`src/rtl/id_ex_skid_reg_if.sv`:
```
`default_nettype none
// ============================================================================
// Module   : id_ex_skid_reg_if
// Purpose  : Decode-side and EX-side valid/ready bundle for the ID->EX stage.
// Revision : 1.0
// ============================================================================
interface id_ex_skid_reg_if #(
  parameter int DATA_WIDTH    = 32,
  parameter int OPCODE_LENGTH = 5,
  parameter int REG_ADDR_W    = 5
);
  logic                     in_valid;
  logic                     in_ready;
  logic [DATA_WIDTH-1:0]    in_rs1;
  logic [DATA_WIDTH-1:0]    in_rs2;
  logic [OPCODE_LENGTH-1:0] in_opcode;
  logic [REG_ADDR_W-1:0]    in_rd_addr;
  logic [DATA_WIDTH-1:0]    in_pc;

  logic                     out_valid;
  logic                     out_ready;
  logic [DATA_WIDTH-1:0]    out_rs1;
  logic [DATA_WIDTH-1:0]    out_rs2;
  logic [OPCODE_LENGTH-1:0] out_opcode;
  logic [REG_ADDR_W-1:0]    out_rd_addr;
  logic [DATA_WIDTH-1:0]    out_pc;

  // Environment view: drives decode side and the EX ready.
  modport master (
    output in_valid, in_rs1, in_rs2, in_opcode, in_rd_addr, in_pc,
    input  in_ready,
    input  out_valid, out_rs1, out_rs2, out_opcode, out_rd_addr, out_pc,
    output out_ready
  );

  // Stage view.
  modport slave (
    input  in_valid, in_rs1, in_rs2, in_opcode, in_rd_addr, in_pc,
    output in_ready,
    output out_valid, out_rs1, out_rs2, out_opcode, out_rd_addr, out_pc,
    input  out_ready
  );
endinterface
`default_nettype wire

```
`src/rtl/id_ex_skid_reg.sv`:
```
`default_nettype none
// ============================================================================
// Module   : id_ex_skid_reg
// Purpose  : ID->EX pipeline register with 2-entry skid buffer and flush.
//            Optional bubble counter enabled by `define ID_EX_BUBBLE_CNT_EN.
// Revision : 1.0
// ============================================================================
module id_ex_skid_reg #(
  parameter int DATA_WIDTH    = 32,
  parameter int OPCODE_LENGTH = 5,
  parameter int REG_ADDR_W    = 5
) (
  input  logic            clk,
  input  logic            rst,
  input  logic            flush,
  id_ex_skid_reg_if.slave bus
`ifdef ID_EX_BUBBLE_CNT_EN
  ,
  output logic [15:0]     bubble_cnt
`endif
);

  typedef enum logic [1:0] {
    ST_EMPTY = 2'd0,
    ST_FULL  = 2'd1,
    ST_SKID  = 2'd2
  } state_e;

  typedef struct packed {
    logic [DATA_WIDTH-1:0]    rs1;
    logic [DATA_WIDTH-1:0]    rs2;
    logic [OPCODE_LENGTH-1:0] opcode;
    logic [REG_ADDR_W-1:0]    rd_addr;
    logic [DATA_WIDTH-1:0]    pc;
  } payload_t;

  state_e   state_q, state_d;
  payload_t main_q, main_d;
  payload_t skid_q, skid_d;

  payload_t w_in_payload;
  logic     w_out_valid;
  logic     w_in_ready;
  logic     w_in_fire;
  logic     w_out_fire;

  assign w_in_payload = '{rs1:     bus.in_rs1,
                          rs2:     bus.in_rs2,
                          opcode:  bus.in_opcode,
                          rd_addr: bus.in_rd_addr,
                          pc:      bus.in_pc};

  // Both handshake flags decode straight from the state register.
  assign w_out_valid = (state_q != ST_EMPTY);
  assign w_in_ready  = (state_q != ST_SKID);
  assign w_in_fire   = bus.in_valid & w_in_ready;
  assign w_out_fire  = w_out_valid & bus.out_ready;

  always_comb begin
    state_d = state_q;
    main_d  = main_q;
    skid_d  = skid_q;

    if (flush) begin
      state_d = ST_EMPTY;
      main_d  = '0;
      skid_d  = '0;
    end else begin
      case (state_q)
        ST_EMPTY: begin
          if (w_in_fire) begin
            main_d  = w_in_payload;
            state_d = ST_FULL;
          end
        end
        ST_FULL: begin
          if (w_in_fire && w_out_fire) begin
            main_d = w_in_payload;
          end else if (w_in_fire) begin
            skid_d  = w_in_payload;
            state_d = ST_SKID;
          end else if (w_out_fire) begin
            // Zeroed main makes an empty stage look like a NOP to the ALU.
            main_d  = '0;
            state_d = ST_EMPTY;
          end
        end
        ST_SKID: begin
          if (w_out_fire) begin
            main_d  = skid_q;
            skid_d  = '0;
            state_d = ST_FULL;
          end
        end
        default: begin
          state_d = ST_EMPTY;
          main_d  = '0;
          skid_d  = '0;
        end
      endcase
    end
  end

  always_ff @(posedge clk or posedge rst) begin
    if (rst) begin
      state_q <= ST_EMPTY;
      main_q  <= '0;
      skid_q  <= '0;
    end else begin
      state_q <= state_d;
      main_q  <= main_d;
      skid_q  <= skid_d;
    end
  end

  assign bus.in_ready    = w_in_ready;
  assign bus.out_valid   = w_out_valid;
  assign bus.out_rs1     = main_q.rs1;
  assign bus.out_rs2     = main_q.rs2;
  assign bus.out_opcode  = main_q.opcode;
  assign bus.out_rd_addr = main_q.rd_addr;
  assign bus.out_pc      = main_q.pc;

`ifdef ID_EX_BUBBLE_CNT_EN
  logic [15:0] bubble_q, bubble_d;

  // Counts cycles where EX was ready but had nothing to execute; saturating.
  always_comb begin
    bubble_d = bubble_q;
    if (bus.out_ready && !w_out_valid && !flush && (bubble_q != 16'hFFFF)) begin
      bubble_d = bubble_q + 16'd1;
    end
  end

  always_ff @(posedge clk or posedge rst) begin
    if (rst) begin
      bubble_q <= 16'd0;
    end else begin
      bubble_q <= bubble_d;
    end
  end

  assign bubble_cnt = bubble_q;
`endif

endmodule
`default_nettype wire

```
`src/flat_wrapper.sv`:
```
// flat-port wrapper written by rule: the top's interface ports become plain ports
module id_ex_skid_reg_flat 
#(
  parameter int DATA_WIDTH    = 32,
  parameter int OPCODE_LENGTH = 5,
  parameter int REG_ADDR_W    = 5
)
  (clk, rst, flush, bus_in_valid, bus_in_rs1, bus_in_rs2, bus_in_opcode, bus_in_rd_addr, bus_in_pc, bus_in_ready, bus_out_valid, bus_out_rs1, bus_out_rs2, bus_out_opcode, bus_out_rd_addr, bus_out_pc, bus_out_ready);
  id_ex_skid_reg_if #(.DATA_WIDTH(DATA_WIDTH), .OPCODE_LENGTH(OPCODE_LENGTH), .REG_ADDR_W(REG_ADDR_W)) bus_i ();
  input  logic clk;
  input  logic rst;
  input  logic flush;
  input wire logic [$bits(bus_i.in_valid)-1:0] bus_in_valid;
  input wire logic [$bits(bus_i.in_rs1)-1:0] bus_in_rs1;
  input wire logic [$bits(bus_i.in_rs2)-1:0] bus_in_rs2;
  input wire logic [$bits(bus_i.in_opcode)-1:0] bus_in_opcode;
  input wire logic [$bits(bus_i.in_rd_addr)-1:0] bus_in_rd_addr;
  input wire logic [$bits(bus_i.in_pc)-1:0] bus_in_pc;
  output wire logic [$bits(bus_i.in_ready)-1:0] bus_in_ready;
  output wire logic [$bits(bus_i.out_valid)-1:0] bus_out_valid;
  output wire logic [$bits(bus_i.out_rs1)-1:0] bus_out_rs1;
  output wire logic [$bits(bus_i.out_rs2)-1:0] bus_out_rs2;
  output wire logic [$bits(bus_i.out_opcode)-1:0] bus_out_opcode;
  output wire logic [$bits(bus_i.out_rd_addr)-1:0] bus_out_rd_addr;
  output wire logic [$bits(bus_i.out_pc)-1:0] bus_out_pc;
  input wire logic [$bits(bus_i.out_ready)-1:0] bus_out_ready;
  assign bus_i.in_valid = bus_in_valid;
  assign bus_i.in_rs1 = bus_in_rs1;
  assign bus_i.in_rs2 = bus_in_rs2;
  assign bus_i.in_opcode = bus_in_opcode;
  assign bus_i.in_rd_addr = bus_in_rd_addr;
  assign bus_i.in_pc = bus_in_pc;
  assign bus_in_ready = bus_i.in_ready;
  assign bus_out_valid = bus_i.out_valid;
  assign bus_out_rs1 = bus_i.out_rs1;
  assign bus_out_rs2 = bus_i.out_rs2;
  assign bus_out_opcode = bus_i.out_opcode;
  assign bus_out_rd_addr = bus_i.out_rd_addr;
  assign bus_out_pc = bus_i.out_pc;
  assign bus_i.out_ready = bus_out_ready;
  id_ex_skid_reg #(.DATA_WIDTH(DATA_WIDTH), .OPCODE_LENGTH(OPCODE_LENGTH), .REG_ADDR_W(REG_ADDR_W)) u_core (.clk(clk), .rst(rst), .flush(flush), .bus(bus_i));
endmodule
```
`config.mk`:
```
export PLATFORM = sky130hd
export DESIGN_NAME = id_ex_skid_reg_flat
export DESIGN_NICKNAME = d
export VERILOG_FILES = /design/src/rtl/id_ex_skid_reg_if.sv /design/src/rtl/id_ex_skid_reg.sv /design/src/flat_wrapper.sv
export SDC_FILE = /design/constraint.sdc
export NUM_CORES = 1
export LEC_CHECK = 0
export ABC_AREA = 1
export BUFFER_PORTS_ARGS = -buffer_cell sky130_fd_sc_hd__clkbuf_2
export CAP_MARGIN = 15
export CORE_MARGIN = 2
export CORE_UTILIZATION = 53
export CTS_BUF_LIST = sky130_fd_sc_hd__clkbuf_16
export CTS_CLUSTER_DIAMETER = 120
export CTS_CLUSTER_SIZE = 10
export DETAILED_ROUTE_END_ITERATION = 7
export GPL_TIMING_DRIVEN = 1
export PLACE_DENSITY = 0.78
export SYNTH_ARGS = -nofsm -noshare
export SYNTH_HDL_FRONTEND = slang
export SYNTH_SLANG_ARGS = --single-unit
```
`constraint.sdc`:
```
create_clock -name clk -period 8.6 [get_ports clk]
set_input_delay 0.43 -clock clk [delete_from_list [all_inputs] [get_ports clk]]
set_output_delay 0.43 -clock clk [all_outputs]
set_load 0.05 [all_outputs]
```
# Yosys cells after proc, flatten, opt, wreduce, memory -nomap -nowiden
# Index checks and enable logic that the tools add are counted.
# Widths: inputs -> output; s select.
# classes
eq_ne	11
n_mux	17
n_bitwise	2
n_reduce_logical	6
# ops
cell	count
$mux 106	8
$pmux 106 s3	2
$mux 2	6
$reduce_and 4->1	3
$ne 3x2->1 const B	3
$ne 4x2->1 const B	2
$pmux 2 s3	1
$ne 2x2->1 const B	2
$ne 4x4->1 const B	1
$ne 3x3->1 const B	1
$and 1x1->1	2
$eq 2x1->1 const B	1
$eq 2x2->1 const B	1
$logic_not 2->1	1
$reduce_bool 2->1	1
$logic_and 1x1->1	1
# word_totals
reg_bits	214
input_bits	111
out_inout_bits	108
elab_cells	47

# Depth between registers and ports, before layout
# Gate-level depths: netlist (run 1).
# depth
ltp_word	7
mapped_depth	12
ltp_nobuf	9

# Worst setup path before layout (run 1)
# OpenSTA, ideal clock, no wires.
# synth_timing
kind	register -> register
from	reg u_core.state_q[0]
to	reg u_core.main_q (netlist bit u_core.bus.out_opcode[0])
setup_time_ps	118
arrival_ps	1623
required_time_ps	8482
setup_slack_ps	6859
path_stages_with_launch	13
n_path_buf	3
period_less_slack_ps	1741
path_cell_list	dfrtp_1 buf_2 inv_2 nand2_2 inv_2 nand2_1 nand2_1 nor2_4 inv_2 buf_4 buf_2 nand2_1 nand2_1
# synth_between
elab_chain_cells	6
elab_cells_between_ends	16
cone_classes	eq/ne (7); mux (3); bitwise (2); reduce/logical (4)
# synth_lines
element	line	rtl
start: declaration	id_ex_skid_reg.sv:37	state_e state_q, state_d;
start signal: assignment	id_ex_skid_reg.sv:110	state_q <= state_d;
$ne 2x2->1 *	id_ex_skid_reg.sv:55	assign w_in_ready = (state_q != ST_SKID);
via bus_in_ready	flat_wrapper.sv:19	output wire logic [$bits(bus_i.in_ready)-1:0] bus_in_ready;
$and 1x1->1 *	id_ex_skid_reg.sv:56	assign w_in_fire = bus.in_valid & w_in_ready;
$logic_and 1x1->1	id_ex_skid_reg.sv:77	if (w_in_fire && w_out_fire) begin
$mux 106	id_ex_skid_reg.sv:77	
$pmux 106 s3	id_ex_skid_reg.sv:69	case (state_q)
$mux 106	id_ex_skid_reg.sv:64	if (flush) begin
end signal: assignment	id_ex_skid_reg.sv:111	main_q <= main_d;
end: declaration	id_ex_skid_reg.sv:38	payload_t main_q, main_d;
# Mark *: on every way through the listed nets, which the timed path passes. The rest lies on a longest branch.
# A chain may end at the register's enable or synchronous reset.

# Final worst setup path (run 1)
# layout_timing
from	reg u_core.state_q[0]
to	reg u_core.main_q (netlist bit u_core.bus.out_pc[9])
# layout_between
elab_chain_cells	6
elab_cells_between_ends	16
cone_classes	eq/ne (7); mux (3); bitwise (2); reduce/logical (4)
# layout_lines
element	line
$ne 2x2->1 / $reduce_bool 2->1 (equally long branches)	id_ex_skid_reg.sv:55, id_ex_skid_reg.sv:54
$and 1x1->1, on equally long branches	id_ex_skid_reg.sv:56, id_ex_skid_reg.sv:57
$logic_and 1x1->1	id_ex_skid_reg.sv:77
$mux 106	id_ex_skid_reg.sv:77
$pmux 106 s3	id_ex_skid_reg.sv:69
$mux 106	id_ex_skid_reg.sv:64
# Parallel ways exist; a longest one is shown, timed or not.

==> run metrics, run 1 <==
largest net degree at the start of global routing=147; Worst Setup Path Type=register to register; Placer Congestion=0.822; vias in the first global route=just under 9000; Worst Max-Slew Pin Slew=1.21 ns; final WL=between 20000 and 30000 um; leak pwr=0.00693 uW; number of cells produced by synthesis=1301; Worst Path Max Fanout=107; DR WL/cell=around 16 um; DIE HEIGHT=140 um; Peak VDD IR=0.173 mV; IO Count=219; total number of vias=approximately 9200; count of input and output buffers=218; Final min period=about 4.0 ns; Synth-to-Final Area Change=17.3%; fmax=248 MHz; Worst Path Arrival=around 4.4 ns; Initial Util=54.3%; Final Util=between 60% and 70%; Final period util=a little under half; Slew headroom=between 10% and 20%; clock root buffer master=clkbuf_16; M1 WL=roughly 11000 um; met3 routed WL=around 2100 um; Final setup viols=0; first-pass GRT wire length=about 44000 um; initial antenna violation count=1; HP Class=input pin to register; post_cts resized=0; sequential area share after synthesis=54.5%; Final ANT Viol Nets=0; mapped cell area=9830 sq um; chip width=140 um; post-DR vias/cell=5.43; layout cells sized above 1=18.2%; Async SR Flop Fraction=100%; #FFs+latches synth=between 200 and 250; status=complete, no violations; setup bufs post-CTS=0; final clock skew=0.00931 ns; DR top layer=met4; DRC Markers=0; clock slew seen by the registers of the worst setup and hold paths=0.06 ns; row cnt=around 50; Fin. Hold Viols=0; worst setup margin=4.56 ns; Post-DP Area=10900 sq um; CP Launch Type=register; ys flop type=dfrtp_1; grt ovf=0; dpl hpwl=15900 um; setup_tns=0 ns; core area=about 18000 sq um; Power Total=2840 uW; CTS H-tree depth=1; clock latency on the worst-skew pair=0.51 ns; Post-synth EDFFs=0; initial DRC count=~950; most frequent cells in the layout=nand2_1, clkbuf_2, nand3_1; DP Worst Slack=4.39 ns; most common cell after layout, fill and taps aside=nand2_1; Pre-Repair DR Iteration Count=5; Slew Limit Fails=0; Yosys cell types=15; Syn Nets=1412; TritonCTS Buffers=25; CTS max path bufs=3; Post-Syn Area per Cell=7.56 sq um; layout net count=1577; Power Density=247 nW/um^2; CTS tree=done; Yosys warning count=0; die area=between 15000 and 20000 sq um; met2 WL post-DR=~13000 um; max_cap viols=0; gr usage total=a little over a quarter; Non-Filler Cell Area, Final=around 12000 sq um; worst path required time=8.99 ns; CP Capture Type=register; CTS Hold Bufs=0; unrepaired setup endpoints after global routing=false; Clock Sinks=214
## synthesized netlist by cell type (2+ instances only)
library cell	instances	area, sq um
inv_2	5	18.8
dfrtp_1	214	5360
buf_4	14	105
nand3_1	217	1090
buf_2	33	165
clkbuf_1	41	154
a21oi_1	3	15.0
inv_1	4	15.0
buf_1	2	7.51
nand2_1	755	2830
nor2_1	9	33.8
## routing by layer
metal	global-route usage [%]	up-vias
met5	0	-
met2	43.8	461
met3	4.07	61
met1	38.8	4313
li1	-	4377
met4	8.19	0
## worst paths after layout
check	start	slack [ns]	end	cells past startpoint
max	u_core.state_q[0]	4.56	u_core.bus.out_pc[9]	11
min	bus_in_pc[16]	0.14	u_core.skid_q[16]	3
max reg2reg	u_core.state_q[0]	4.56	u_core.bus.out_pc[9]	11
min reg2reg	u_core.skid_q[38]	0.47	u_core.skid_q[38]	2
max in group asynchronous	rst	6.94	u_core.skid_q[42]	3
min in group asynchronous	rst	0.18	u_core.bus.out_rs2[6]	2
## state kept, by name, indices dropped and copies added (netlist names)
register	count
u_core.bus.out_rs1	32
u_core.state_q	2
u_core.bus.out_rd_addr	5
u_core.bus.out_opcode	5
u_core.bus.out_rs2	32
u_core.skid_q	106
u_core.bus.out_pc	32
## logic make-up (layout without fill, tap and decap cells)
| group | count (synthesis) | count (layout) | synth area share (%) |
|---|---|---|---|
| buf+inv | 99 | 263 | 4.74 |
| flops | 214 | 214 | 54.5 |
| compound gates | 3 | 3 | 0.153 |
| other cells | 0 | 1 | 0 |
| simple gates | 985 | 985 | 40.6 |
## through the flow
stage | hold WS, ns | cells
5_1_grt | 0.143 | 1695
2_1_floorplan | 0.442 | 1301
6_report | 0.143 | 1695
3_5_place_dp | 0.458 | 1667
4_1_cts | 0.136 | 1693
3_3_place_gp | 0.453 | 1667
## worst max-delay path, stage by stage, from the launching register on
cell and delay [ns]:
dfrtp_1 0.51, inv_2 0.10, nand2_2 0.10, clkinv_2 0.05, buf_4 0.46, nand2_1 0.18
nand2_1 0.10, nor2_4 0.72, clkinv_2 0.84, buf_4 0.59, nand2_1 0.15, nand2_1 0.06
## layout make-up
cell class	count	area [sq um]
antenna	1	2.50
clock buffer	25	626
clock inverter	1	8.76
fill	1596	6550
inverter	9	46.3
multi-input combinational	988	4020
sequential	214	5360
tap	229	287
timing repair buffer	228	1190
## power breakdown
group,switching [uW],internal (uW)
registers,70.1,1120
clock network,383,509
logic,600,167
Note: power is estimated with default switching activity, not from simulation.
==> run 2: changes to the inputs <==
--- a/config.mk
+++ b/config.mk
@@ -9,13 +9,13 @@
 export BUFFER_PORTS_ARGS = -buffer_cell sky130_fd_sc_hd__clkbuf_2
 export CAP_MARGIN = 15
 export CORE_MARGIN = 2
-export CORE_UTILIZATION = 53
+export CORE_UTILIZATION = 49
 export CTS_BUF_LIST = sky130_fd_sc_hd__clkbuf_16
 export CTS_CLUSTER_DIAMETER = 120
 export CTS_CLUSTER_SIZE = 10
 export DETAILED_ROUTE_END_ITERATION = 7
 export GPL_TIMING_DRIVEN = 1
-export PLACE_DENSITY = 0.78
+export PLACE_DENSITY = 0.76
 export SYNTH_ARGS = -nofsm -noshare
 export SYNTH_HDL_FRONTEND = slang
 export SYNTH_SLANG_ARGS = --single-unit
==> constraint.sdc (replaced) <==
create_clock -name clk -period 3.63 [get_ports clk]
set_input_delay 0.1815 -clock clk [delete_from_list [all_inputs] [get_ports clk]]
set_output_delay 0.1815 -clock clk [all_outputs]
set_load 0.05 [all_outputs]
==> run 2 against run 1 <==
Effect of this change:
- non-clock buffer count is 111 higher
- sequential share of layout area shrank 4.4 points
- clock skew increased by 0.0021 ns
- critical path type unchanged
- cell count grew 8.6%
- cell area up 10%
- global-route usage is 0.50 points lower
- largest cell class unchanged
- maximum frequency is 81% higher
- highest routed layer unchanged
- die area grew 7.9%
- first-iteration DRC count unchanged
- flip-flop and latch count unchanged
- via count grew 5.4%
==> run metrics, run 2 (synthesized netlist as in run 1, its figures left out) <==
Power Total=6860 uW (was 2840 uW); Clk pwr share=30.7% (was 31.3%); Switching Fraction=36.7% (was 37.0%); Placer Congestion=0.805 (was 0.822); worst setup margin=1.39 ns (was 4.56 ns); TritonCTS Buffers=25 (unchanged); initial DRC count=953 (unchanged); HP Class=input pin to register (unchanged); Reg with most FFs=u_core.skid_q (unchanged); Storage cell area=5360 sq um (unchanged); Worst Path Max Fanout=106 (was 107); Power Density=539 nW/um^2 (was 247 nW/um^2); post_cts resized=0 (unchanged); gr usage total=26.7% (was 27.2%); Worst Setup Path Type=register to register (unchanged); area of the multi-input gates=4020 sq um (unchanged); chip width=146 um (was 140 um); unrepaired setup endpoints after global routing=false (unchanged); most frequent cells in the layout=nand2_1, clkbuf_2, nand3_1 (unchanged); Worst Path Arrival=2.67 ns (was 4.43 ns); largest net degree at the start of global routing=107 (was 147); Final min period=2.24 ns (was 4.04 ns); ANT cells=0 (was 1); layout cells sized above 1=17.1% (was 18.2%); P_int=4340 uW (was 1790 uW); Synth-to-Final Area Change=29.5% (was 17.3%); layout net count=1688 (was 1577); max FFs per register=106 (unchanged); DP Worst Slack=1.22 ns (was 4.39 ns); fmax=447 MHz (was 248 MHz); Clock Sinks=214 (unchanged); DIE HEIGHT=146 um (was 140 um); Slew headroom=18.4% (was 19.2%); worst path required time=4.07 ns (was 8.99 ns); core area=19600 sq um (was 18100 sq um); DR WL/cell=15.4 um (was 15.9 um); worst-path cell chain=inv_2 -> nand2_2 -> clkinv_2 -> buf_4 -> nand2_1 -> nand2_1 -> nand3_1 -> nand2_1 (was inv_2 -> nand2_2 -> clkinv_2 -> buf_4 -> nand2_1 -> nand2_1 -> nor2_4 -> clkinv_2 -> buf_4 -> nand2_1 -> nand2_1); final WL=28400 um (was 26900 um); max_cap viols=0 (unchanged); DRC Markers=0 (unchanged); IO Count=219 (unchanged); initial antenna violation count=0 (was 1); Final ANT Viol Nets=0 (unchanged); Peak VDD IR=0.392 mV (was 0.173 mV); clock slew seen by the registers of the worst setup and hold paths=0.05 ns (was 0.06 ns); post-DR vias/cell=5.27 (was 5.43); CP Capture Type=register (unchanged); dpl hpwl=15400 um (was 15900 um); count of input and output buffers=218 (unchanged); vias in the first global route=9479 (was 8890); status=complete, no violations (unchanged); Worst Max-Slew Pin Slew=1.22 ns (was 1.21 ns); CP max stage delay=0.88 ns (was 0.84 ns); Post-DP Area=11000 sq um (was 10900 sq um); die area=21200 sq um (was 19700 sq um); first-pass GRT wire length=47700 um (was 44200 um); clock root buffer master=clkbuf_16 (unchanged); CP Launch Type=register (unchanged); CTS tree=done (unchanged); row cnt=51 (was 49); Non-Filler Cell Area, Final=12700 sq um (was 11500 sq um); leak pwr=0.00741 uW (was 0.00693 uW); WHS=0.0640 ns (was 0.143 ns); CTS max path bufs=3 (unchanged); Final setup viols=0 (unchanged); Pre-Repair DR Iteration Count=5 (unchanged); Initial Util=50.2% (was 54.3%); final clock skew=0.0114 ns (was 0.00931 ns); fillers=1642 (was 1596); most common cell after layout, fill and taps aside=nand2_1 (unchanged); Final period util=61.6% (was 46.9%); clock latency on the worst-skew pair=0.51 ns (about the same); share of power burned in registers=40.9% (was 41.7%); Slew Limit Fails=0 (unchanged); setup_tns=0 ns (unchanged); CP most frequent cell=nand2_1 (unchanged); grt ovf=0 (unchanged); total number of vias=9710 (was 9212); Psw=2520 uW (was 1050 uW); Combinational Power Share=28.4% (was 27.0%); CP max-delay cell=buf_4 (was clkinv_2); CTS H-tree depth=1 (unchanged); Fin. Hold Viols=0 (unchanged)
[run 2: worst paths after layout]
path                                        start  depth (start not counted)  slack [ns]                endpoint
worst min register to register  u_core.skid_q[23]                          2        0.47       u_core.skid_q[23]
max in group asynchronous                     rst                          4        2.25       u_core.skid_q[53]
min in group asynchronous                     rst                          3        0.44  u_core.bus.out_rs1[26]
worst max register to register  u_core.state_q[0]                          8        1.39   u_core.bus.out_pc[17]
worst max-delay path            u_core.state_q[0]                          8        1.39   u_core.bus.out_pc[17]
worst min-delay path                        flush                          4        0.06       u_core.state_q[0]
[run 2: power by group through the flow]
stage	combinational [uW]	sequential, uW	clock (uW)
final	1950	2810	2110
after global routing	2110	2830	2240
after CTS	1920	2800	2130
after detailed placement	1820	2830	0
after global placement	1800	2830	0
after floorplan	763	3420	0
[run 2: stage by stage]
| step | cells | util [%] |
|---|---|---|
| after global routing | 1841 | 65.0 |
| after CTS | 1839 | 64.7 |
| final | 1841 | 65.0 |
| after detailed placement | 1706 | 56.0 |
| after floorplan | 1301 | - |
| after global placement | 1706 | 56.0 |
[run 2: area by class of cell]
class,count,share of cell area (%)
multi-input combinational,988,31.6
clock buffer,25,4.91
inverter,9,0.334
tap,265,2.60
sequential,214,42.1
clock inverter,1,0.0688
timing repair buffer,339,18.4
[run 2: what timing repair did]
item	4_1_cts	5_1_grt
hold buffers	107	0
hold endpoints to repair	145	0
setup buffers	0	0
[run 2: worst max-delay path: cells and delay by family (launching register included)]
kind	cells	cell delay (ns)
flops	1	0.49
simple gates	5	0.56
buf+inv	3	1.06
[run 2: metal layers]
metal  track usage [%]  share of wire [%]  vias up
met5                 0                  0        -
li1                  -                  -     4598
met4              8.92                2.6        0
met1              37.2                 42     4589
met2              42.6                 47      455
met3              4.98                8.1       68
==> run 3: changes to the inputs <==
--- a/config.mk
+++ b/config.mk
@@ -5,17 +5,17 @@
 export SDC_FILE = /design/constraint.sdc
 export NUM_CORES = 1
 export LEC_CHECK = 0
-export ABC_AREA = 1
+export ABC_AREA = 0
 export BUFFER_PORTS_ARGS = -buffer_cell sky130_fd_sc_hd__clkbuf_2
 export CAP_MARGIN = 15
 export CORE_MARGIN = 2
-export CORE_UTILIZATION = 49
+export CORE_UTILIZATION = 50
 export CTS_BUF_LIST = sky130_fd_sc_hd__clkbuf_16
 export CTS_CLUSTER_DIAMETER = 120
 export CTS_CLUSTER_SIZE = 10
 export DETAILED_ROUTE_END_ITERATION = 7
 export GPL_TIMING_DRIVEN = 1
-export PLACE_DENSITY = 0.76
+export PLACE_DENSITY = 0.77
 export SYNTH_ARGS = -nofsm -noshare
 export SYNTH_HDL_FRONTEND = slang
 export SYNTH_SLANG_ARGS = --single-unit
==> constraint.sdc (replaced) <==
create_clock -name clk -period 1.87 [get_ports clk]
set_input_delay 0.0935 -clock clk [delete_from_list [all_inputs] [get_ports clk]]
set_output_delay 0.0935 -clock clk [all_outputs]
set_load 0.05 [all_outputs]
==> run 3 against run 2 <==
Effect of this change:
- setup slack got worse by 1.3 ns
- clock skew decreased by 0.0016 ns
- flip-flop and latch count unchanged
- via count decreased by 6.1%
- cell area increased by 8.8%
- critical path depth decreased by 5
- routed wire length increased by 6.7%
- global-route usage decreased by 0.16 points
- clock-buffer cell count unchanged
- worst hold slack improved by 0.0026 ns
- largest cell class unchanged
- combinational power increased by 36%
- largest power group unchanged
==> run metrics, run 3 <==
Power Total=11800 uW (was 6860 uW); layout cells sized above 1=22.7% (was 17.1%); area of the multi-input gates=4430 sq um (was 4020 sq um); ys flop type=dfrtp_1 (unchanged); Worst Max-Slew Pin Slew=0.648 ns (was 1.22 ns); Synth-to-Final Area Change=29.8% (was 29.5%); Storage cell area=5360 sq um (about the same); TritonCTS Buffers=25 (unchanged); Async SR Flop Fraction=100% (unchanged); top-count cell post-synth=dfrtp_1 (was nand2_1); Initial Util=50.8% (was 50.2%); max_cap viols=0 (unchanged); CP Capture Type=output pin (was register); sequential area share after synthesis=50.2% (was 54.5%); leak pwr=0.00603 uW (was 0.00741 uW); CTS tree=done (unchanged); dpl hpwl=16400 um (was 15400 um); Worst Setup Path Type=register to output pin (was register to register); post-DR vias/cell=5.97 (was 5.27); Buf+Inv Stages, Crit Path=2 (was 3); layout net count=1365 (was 1688); CP max-delay cell=dfrtp_4 (was buf_4); CP max stage delay=0.53 ns (was 0.88 ns); CTS max path bufs=3 (unchanged); Post-synth EDFFs=0 (unchanged); CTS H-tree depth=1 (unchanged); final clock skew=0.00975 ns (was 0.0114 ns); unrepaired setup endpoints after global routing=false (unchanged); Slew headroom=56.8% (was 18.4%); dominant cell type by area after synthesis=dfrtp_1 (unchanged); IO Count=219 (unchanged); Fin. Hold Viols=0 (unchanged); Power Density=855 nW/um^2 (was 539 nW/um^2); DRC Markers=0 (unchanged); largest net degree at the start of global routing=107 (unchanged); top post-synthesis cells by area=dfrtp_1, mux2i_1, a22o_1 (was dfrtp_1, nand2_1, nand3_1); final WL=30300 um (was 28400 um); Syn Nets=1091 (was 1412); number of cells produced by synthesis=980 (was 1301); worst setup margin=0.0493 ns (was 1.39 ns); Final period util=between 90% and 100%; die area=22500 sq um (was 21200 sq um); Clock Sinks=214 (unchanged); HP Class=input pin to register (unchanged); initial DRC count=685 (was 953); Worst Path Max Fanout=28 (was 106); worst path required time=1.78 ns (was 4.07 ns); clock slew seen by the registers of the worst setup and hold paths=0.06 ns (was 0.05 ns); Post-Syn Area per Cell=10.9 sq um (was 7.56 sq um); DP Worst Slack=0.188 ns (was 1.22 ns); top-area cell type share of the netlist area=50.2% (was 54.5%); count of input and output buffers=218 (unchanged); status=complete, no violations (unchanged); #FFs+latches synth=214 (unchanged); first-pass GRT wire length=48500 um (was 47700 um); Placer Congestion=0.766 (was 0.805); DIE HEIGHT=150 um (was 146 um); gr usage total=26.6% (was 26.7%); clock root buffer master=clkbuf_16 (unchanged); DR WL/cell=19.8 um (was 15.4 um); chip width=150 um (was 146 um); vias in the first global route=9266 (was 9479); worst-path cell chain=buf_12 -> or2_2 -> buf_8 (was inv_2 -> nand2_2 -> clkinv_2 -> buf_4 -> nand2_1 -> nand2_1 -> nand3_1 -> nand2_1); Peak VDD IR=0.651 mV (was 0.392 mV); fmax=around 550 MHz; Final min period=1.82 ns; mapped cell area=10700 sq um (was 9830 sq um); most frequent cells in the layout=clkbuf_2, dfrtp_1, dlygate4sd3_1 (was nand2_1, clkbuf_2, nand3_1); grt ovf=0 (unchanged); Yosys warning count=0 (unchanged); Worst Path Arrival=1.73 ns (was 2.67 ns); Final ANT Viol Nets=0 (unchanged); CP Launch Type=register (unchanged); commonest cells in the netlist=dfrtp_1, inv_1 (was nand2_1, nand3_1, dfrtp_1); total number of vias=9121 (was 9710); row cnt=53 (was 51); core area=21000 sq um (was 19600 sq um); Pre-Repair DR Iteration Count=5 (unchanged); Crit path max-delay family=flip-flops (was buffers and inverters); ANT cells=0 (unchanged); most common cell after layout, fill and taps aside=clkbuf_2 (was nand2_1); Reg with most FFs=u_core.skid_q (unchanged); Slew Limit Fails=0 (unchanged); max FFs per register=106 (unchanged); initial antenna violation count=0 (unchanged); Final setup viols=0 (unchanged); Yosys cell types=28 (was 15); fillers=1600 (was 1642); clock latency on the worst-skew pair=0.51 ns (about the same)
run 3: changes by cell type in the layout (fill, tap and decap cells not counted), moves of 4 or more:
cell	before	now
nand3_1	217	106
o31ai_1	0	106
nand2_1	753	1
o2bb2ai_1	0	106
a22o_1	0	106
mux2i_1	0	106
clkinv_2	4	0
nor2_1	9	3
buf_12	3	18
inv_1	3	108
run 3: logic make-up (layout without fill, tap and decap cells):
kind of cell / count (synthesis) / in the layout / synth area share [%]
AOI/OAI and AO/OA: 323 / 323 / 25.4
buffers and inverters: 216 / 490 / 8.61
DFF: 214 / 214 / 50.2
muxes: 107 / 107 / 10.1
and+or+nand+nor: 120 / 120 / 5.80
run 3: routing by layer:
layer / share of wire [%] / global-route usage [%] / vias up
li1: - / - / 4184
met1: 43 / 36.1 / 4503
met2: 48 / 44.0 / 380
met3: 6.5 / 3.82 / 54
met4: 2.4 / 8.68 / 0
met5: 0 / 0 / -
run 3: per-stage QoR:
step,hold WS [ns],TNS (ns),instance area (sq um),util (%),cells
2_1_floorplan,0.233,-215.64,10700,-,980
3_3_place_gp,0.0721,0,12100,57.3,1390
3_5_place_dp,0.0739,0,12100,57.3,1390
4_1_cts,0.0535,0,13800,65.7,1527
5_1_grt,0.0847,0,13900,65.9,1529
6_report,0.0666,0,13900,65.9,1529
run 3: report_power, final:
part / total (uW) / internal, uW / switching (uW)
clock network: 4110 / 2340 / 1770
registers: 5090 / 4900 / 192
logic: 2650 / 867 / 1780
total: 11800 / 8110 / 3740
run 3: worst register-to-register path: stages, from the launching register on:
cell	delay, ns
dfrtp_4	0.53
and3b_4	0.47
buf_12	0.28
o2bb2ai_1	0.19
a22o_1	0.17
run 3: path summary, 6_finish.rpt:
| path | from | to | slack, ns | cells past startpoint |
|---|---|---|---|---|
| max in group asynchronous | rst | u_core.bus.out_rs2[18] | 0.99 | 5 |
| worst min-delay path | bus_in_valid | u_core.state_q[0] | 0.07 | 4 |
| worst min register to register | u_core.bus.out_pc[24] | u_core.bus.out_pc[24] | 0.50 | 1 |
| worst max-delay path | u_core.state_q[1] | bus_out_valid | 0.05 | 3 |
| min in group asynchronous | rst | u_core.skid_q[91] | 0.11 | 3 |
| worst max register to register | u_core.state_q[1] | u_core.bus.out_pc[16] | 0.16 | 4 |
run 3: repair_timing:
item,CTS,global route
gates cloned,0,1
hold buffers,109,0
resized for setup,6,2
buffers inserted,1,1
hold endpoints to repair,357,0
setup endpoints to repair,2,2
run 3: cell type report:
cell class / instances / area share [%]
flip-flops and latches: 214 / 38.7
multi-input cells: 550 / 32.0
repair buffers: 355 / 19.3
clock buffers: 25 / 4.51
inverters: 108 / 2.95
well taps: 275 / 2.48
clock inverters: 2 / 0.0903
